$ cat src/rtl/seven_segment_capture.sv
// seven_segment_capture
//   Recovers the value shown on each digit of a multiplexed, active-low
//   seven-segment bus. Patterns are synchronised, held to a stability filter,
//   then decoded and latched into per-digit result registers.
//
//   Ports
//     i_clk             system clock
//     i_rst             asynchronous reset, active-high
//     i_sevenSegmentLed segment bus {a,b,c,d,e,f,g,h}, active-low, h = dp at bit 0
//     i_enable          digit enables, active-low, bit k selects digit k
//     o_digits          decoded code of digit k at [4k+3:4k] (F = blank, E = illegal)
//     o_dp              captured decimal point of digit k, 1 = lit
//     o_digitValid      digit k captured since the last frame
//     o_frameValid      1-cycle pulse once every digit has been captured
//     o_decodeError     1-cycle pulse when a captured pattern was illegal
//
//   state     | meaning
//   ST_IDLE   | no single digit selected on the bus
//   ST_TRACK  | one digit selected, counting identical consecutive samples
//   ST_CAPTURED | current sample already latched, waiting for it to change
module seven_segment_capture #(
  parameter int NUM_DIGITS    = 3,
  parameter int STABLE_CYCLES = 4
) (
  input  logic                    i_clk,
  input  logic                    i_rst,
  input  logic [7:0]              i_sevenSegmentLed,
  input  logic [NUM_DIGITS-1:0]   i_enable,
  output logic [4*NUM_DIGITS-1:0] o_digits,
  output logic [NUM_DIGITS-1:0]   o_dp,
  output logic [NUM_DIGITS-1:0]   o_digitValid,
  output logic                    o_frameValid,
  output logic                    o_decodeError
);

  localparam int SW = NUM_DIGITS + 8;
  localparam int CW = (STABLE_CYCLES > 2) ? $clog2(STABLE_CYCLES) : 1;
  localparam int IW = (NUM_DIGITS > 1) ? $clog2(NUM_DIGITS) : 1;

  typedef enum logic [1:0] {
    ST_IDLE     = 2'd0,
    ST_TRACK    = 2'd1,
    ST_CAPTURED = 2'd2
  } state_t;

  state_t                  r_state;
  state_t                  w_state_nxt;
  logic [CW-1:0]           r_cnt;
  logic [CW-1:0]           w_cnt_nxt;
  logic [SW-1:0]           r_sync1;
  logic [SW-1:0]           r_sync2;
  logic [SW-1:0]           r_prev;
  logic [4*NUM_DIGITS-1:0] r_digits;
  logic [NUM_DIGITS-1:0]   r_dp;
  logic [NUM_DIGITS-1:0]   r_digitValid;
  logic                    r_frameValid;
  logic                    r_decodeError;

  logic [NUM_DIGITS-1:0]   w_en;
  logic [7:0]              w_seg;
  logic [NUM_DIGITS-1:0]   w_low;
  logic                    w_sel;
  logic [IW-1:0]           w_idx;
  logic [NUM_DIGITS-1:0]   w_onehot;
  logic                    w_same;
  logic                    w_capture;
  logic [3:0]              w_code;
  logic [NUM_DIGITS-1:0]   w_valid_base;

  assign w_en   = r_sync2[SW-1:8];
  assign w_seg  = r_sync2[7:0];
  assign w_low  = ~w_en;
  // Exactly one enable low: non-zero and a power of two.
  assign w_sel  = (w_low != '0) && ((w_low & (w_low - NUM_DIGITS'(1))) == '0);
  assign w_same = (r_sync2 == r_prev);
  assign w_onehot = NUM_DIGITS'(1) << w_idx;

  always_comb begin
    w_idx = '0;
    for (int k = 0; k < NUM_DIGITS; k++) begin
      if (w_low[k]) w_idx = IW'(k);
    end
  end

  always_comb begin
    w_code = 4'hE;
    case (w_seg[7:1])
      7'b0000001: w_code = 4'h0;
      7'b1001111: w_code = 4'h1;
      7'b0010010: w_code = 4'h2;
      7'b0000110: w_code = 4'h3;
      7'b1001100: w_code = 4'h4;
      7'b0100100: w_code = 4'h5;
      7'b0100000: w_code = 4'h6;
      7'b0001111: w_code = 4'h7;
      7'b0000000: w_code = 4'h8;
      7'b0001100: w_code = 4'h9;
      7'b1111111: w_code = 4'hF;
      default:    w_code = 4'hE;
    endcase
  end

  always_ff @(posedge i_clk or posedge i_rst) begin
    if (i_rst) begin
      r_sync1 <= '0;
      r_sync2 <= '0;
      r_prev  <= '0;
    end else begin
      r_sync1 <= {i_enable, i_sevenSegmentLed};
      r_sync2 <= r_sync1;
      r_prev  <= r_sync2;
    end
  end

  always_ff @(posedge i_clk or posedge i_rst) begin
    if (i_rst) begin
      r_state <= ST_IDLE;
      r_cnt   <= '0;
    end else begin
      r_state <= w_state_nxt;
      r_cnt   <= w_cnt_nxt;
    end
  end

  always_comb begin
    w_state_nxt = r_state;
    w_cnt_nxt   = r_cnt;
    w_capture   = 1'b0;
    case (r_state)
      ST_IDLE: begin
        w_cnt_nxt = '0;
        if (w_sel) w_state_nxt = ST_TRACK;
      end
      ST_TRACK: begin
        if (!w_sel) begin
          w_state_nxt = ST_IDLE;
          w_cnt_nxt   = '0;
        end else if (!w_same) begin
          w_cnt_nxt = '0;
        end else if (r_cnt == CW'(STABLE_CYCLES - 2)) begin
          // This increment makes the count reach STABLE_CYCLES-1.
          w_cnt_nxt   = CW'(STABLE_CYCLES - 1);
          w_capture   = 1'b1;
          w_state_nxt = ST_CAPTURED;
        end else begin
          w_cnt_nxt = r_cnt + CW'(1);
        end
      end
      ST_CAPTURED: begin
        if (!w_sel) begin
          w_state_nxt = ST_IDLE;
          w_cnt_nxt   = '0;
        end else if (!w_same) begin
          w_state_nxt = ST_TRACK;
          w_cnt_nxt   = '0;
        end
      end
      default: begin
        w_state_nxt = ST_IDLE;
        w_cnt_nxt   = '0;
      end
    endcase
  end

  // A full set of valid bits is consumed by the frame pulse on the next edge.
  assign w_valid_base = (&r_digitValid) ? '0 : r_digitValid;

  always_ff @(posedge i_clk or posedge i_rst) begin
    if (i_rst) begin
      r_digits      <= '1;
      r_dp          <= '0;
      r_digitValid  <= '0;
      r_frameValid  <= 1'b0;
      r_decodeError <= 1'b0;
    end else begin
      r_frameValid  <= &r_digitValid;
      r_decodeError <= w_capture && (w_code == 4'hE);
      r_digitValid  <= w_valid_base | (w_capture ? w_onehot : '0);
      if (w_capture) begin
        r_digits[w_idx*4 +: 4] <= w_code;
        r_dp[w_idx]            <= ~w_seg[0];
      end
    end
  end

  assign o_digits      = r_digits;
  assign o_dp          = r_dp;
  assign o_digitValid  = r_digitValid;
  assign o_frameValid  = r_frameValid;
  assign o_decodeError = r_decodeError;

endmodule

$ cat config.mk
export PLATFORM = sky130hd
export DESIGN_NAME = seven_segment_capture
export DESIGN_NICKNAME = d
export VERILOG_FILES = /design/src/rtl/seven_segment_capture.sv
export SDC_FILE = /design/constraint.sdc
export NUM_CORES = 1
export LEC_CHECK = 0
export ABC_AREA = 1
export BUFFER_PORTS_ARGS = -buffer_cell sky130_fd_sc_hd__buf_2
export CAP_MARGIN = 20
export CORE_MARGIN = 3
export CORE_UTILIZATION = 37
export DETAILED_ROUTE_END_ITERATION = 10
export GPL_TIMING_DRIVEN = 0
export PLACE_DENSITY = 0.57
export REMOVE_ABC_BUFFERS = 1
export SLEW_MARGIN = 5
export SYNTH_ARGS = -nofsm -noshare
export SYNTH_HDL_FRONTEND = slang
export SYNTH_SLANG_ARGS = --single-unit
$ cat constraint.sdc
create_clock -name i_clk -period 2.4 [get_ports i_clk]
set_clock_uncertainty 0.2 [all_clocks]
set_input_delay 0.12 -clock i_clk [delete_from_list [all_inputs] [get_ports i_clk]]
set_output_delay 0.12 -clock i_clk [all_outputs]
set_load 0.05 [all_outputs]
==> run summary <==
Status - finished clean
Slew headroom - 0.716
Critical Path Fanout Max - 9
Die span in x - 87.1 um
Setup crit end kind - flop
CTS Buffer Depth - 2
Gr ovfl total - 0
Layout cell share with drive strength beyond 1 - 0.269
Yosys top cell area share - 0.463
Area Overhead vs Synth - 21.4%
Number of fill cells - 586
R2r worst-path depth - 9
Multi-input combinational cell area - 837 um2
Routed vias/inst - 4.53
NetSw - 0.452 mW
CTS root buffer - clkbuf_8
Worst path arrival time - 1.85 ns
Antenna viol nets, final - 0
Via Count - 1752
Minimum clock period - 1.85 ns
Mux contribution to synthesized area - 0
Synth Instances - 255
RSZ-0062 raised after global routing - no
Post CTS Setup Buffer Count - 0
Worst ir drop on vdd - 679 uV
Synth Area in Simple Gates - 0.291
Worst-Skew Late Latency - 0.32 ns
TritonCTS buffer count - 9
FP Rows - 28
Final #Nets - 322
Drt pass-1 iters - 5
Core Box Area - 6130 um2
Initial drt markers - 57
R2R Path Start - r_sync2[5]$_DFF_PP0_
Vias in the first global route - 1764
WS Path Type - flop to flop
Synth Register Bits - 57
HP Class - input port to asynchronous set/reset pin
CP required - 2.41 ns
Non-Filler Instances - 387
Library cells used by synthesis - 29
Post-Route WL - 4300 um
Dpl cells - 360
Starting Density - 0.397
Storage cell area - 1440 um2
Die height - 87.1 um
Most frequent cells after synthesis - nand2_1 (83), dfrtp_1 (45), nand3_1 (25), inv_1 (23), nor2_1 (19)
Cell-internal power - 1.44 mW
Clock network power share - 0.386
Largest net degree at the start of global routing - 39
Pwr Density - 643 nW/um2
Max-cap violations - 0
Number of port buffers - 32
Post-synth EDFFs - 0
Final-report hold violation count - 0
FFs w/ async S/R, synth - 1.00
# setup viols final - 0
Count leader, synth - nand2_1
I/O Pins - 33
GRT Total Usage - 0.131
Sw Ratio - 0.239
Synth Warn # - 0
Setup crit start kind - flop
Fmax - 541 MHz
Synth Area in Compound Gates - 0.0268
Routability cong. - 0.818
Largest family of logic cells by synthesized area - simple AND/OR/NAND/NOR gates
Yosys top cell by area - dfrtp_1
Final HPWL DP - 3120 um
Wire per inst - 11.1 um
Max Slew Vio Count - 0
Max H-tree Level - 3
Clock slew at reported path FFs - 0.06 ns
R2R Setup Slk - 0.55 ns
Synth Area in XOR/XNOR - 0.0211
Worst R2R End - o_dp[1]$_DFFE_PP0P_
Sink Count - 57
CTS tree - yes
Synth Cell Area - 2430 um2
Tcrit/Tclk final - 0.770
Antenna cells - 0
Die area - 7580 um2
DRC - 0
TNS Setup - 0 ns
Syn avg cell area - 9.53 um2
Register area share after synthesis - 0.593
Sequential share of power - 0.537
First-pass GRT wire length - 7730 um
Leakage power - 1.58 nW
Most used flip-flop cell after synthesis - dfrtp_1
Largest cells by area after synthesis - dfrtp_1 (46%), dfstp_2 (13%), nand2_1 (13%)
Post-synthesis adder-cell area fraction - 0.00515
Initial antenna violation count - 0
Gate power share - 0.077
Actual slew at the worst max-slew pin - 0.426 ns
-- through the flow --
step	instance area (um2)	utilization	hold slack (ns)	power, mW	setup slack, ns
2_1_floorplan	2390	-	-0.0486	1.13	0.700
3_5_place_dp	2670	0.435	-0.0500	1.17	0.539
6_report	2950	0.481	0.141	1.90	0.553
5_1_grt	2950	0.481	0.147	2.00	0.358
4_1_cts	2950	0.481	0.139	1.94	0.526
3_3_place_gp	2650	0.432	0.0276	1.16	0.00245
-- worst max-delay path by stage --
stage          slack [ns]                        end                  from
4_1_cts              0.53        o_dp[2]$_DFFE_PP0P_  r_sync2[5]$_DFF_PP0_
3_3_place_gp        0.002  o_digitValid[1]$_DFF_PP0_                 i_rst
6_report             0.55        o_dp[1]$_DFFE_PP0P_  r_sync2[5]$_DFF_PP0_
2_1_floorplan        0.70    o_decodeError$_DFF_PP0_                 i_rst
5_1_grt              0.36        o_dp[1]$_DFFE_PP0P_  r_sync2[5]$_DFF_PP0_
3_5_place_dp         0.54        o_dp[2]$_DFFE_PP0P_  r_sync2[5]$_DFF_PP0_
-- worst max-delay path: stages, from the launching register on --
cell and delay, ns:
dfrtp_1 0.51, nand2_1 0.11, nand2_2 0.08, nand2_2 0.07, nor2_4 0.15, nand2_2 0.08
nor2_4 0.16, nand4_2 0.20, nand2_1 0.12, nand2_1 0.06
-- power by group through the flow --
| stage | combinational (mW) | sequential, mW | clock (mW) |
|---|---|---|---|
| 6_report | 0.147 | 1.02 | 0.731 |
| 5_1_grt | 0.168 | 1.02 | 0.806 |
| 4_1_cts | 0.149 | 1.02 | 0.768 |
| 3_5_place_dp | 0.134 | 1.04 | 0 |
| 3_3_place_gp | 0.129 | 1.03 | 0 |
| 2_1_floorplan | 0.101 | 1.03 | 0 |
-- layout make-up --
type                       count  area share
clock buffer                  12      0.0492
clock inverter                 3     0.00594
inverter                      30      0.0390
multi-input combinational    165       0.284
sequential                    57       0.489
tap                           75      0.0318
timing repair buffer          45       0.102
-- routing by layer --
layer	wire (um)	share of wire	track usage
met5	0	0	0
met2	2050	0.48	0.203
met1	2050	0.48	0.169
met3	203	0.047	0.0482
met4	0	0	0.0467
-- registers in the layout (all words and copies together), names as in the netlist --
signal         flops
o_digits          12
r_prev            11
r_sync1           11
r_sync2           11
o_digitValid       3
o_dp               3
r_cnt              2
r_state            2
o_decodeError      1
o_frameValid       1
-- timing repair --
| action | CTS | global route |
|---|---|---|
| resized for setup | 0 | 0 |
| endpoints found under the hold margin | 61 | 0 |
| hold buffers | 12 | 0 |
-- logic make-up (layout without fill, tap and decap cells) --
| kind of cell | Yosys count | after routing |
|---|---|---|
| compound gates | 12 | 12 |
| xor+xnor | 5 | 5 |
| fa+ha+maj | 1 | 1 |
| buf+inv | 33 | 90 |
| flops | 57 | 57 |
| simple gates | 147 | 147 |
-- placed cells by master (no fill, tap or decap), types with 5 or more instances in the layout --
cell type,count
o21ai_1,5
nand3_1,25
dlygate4sd3_1,12
clkbuf_8,10
buf_2,32
nor2_1,19
dfstp_2,12
nand2_1,83
inv_2,6
nand2_2,5
inv_1,22
dfrtp_1,45
(Power assumes the default switching activity.)
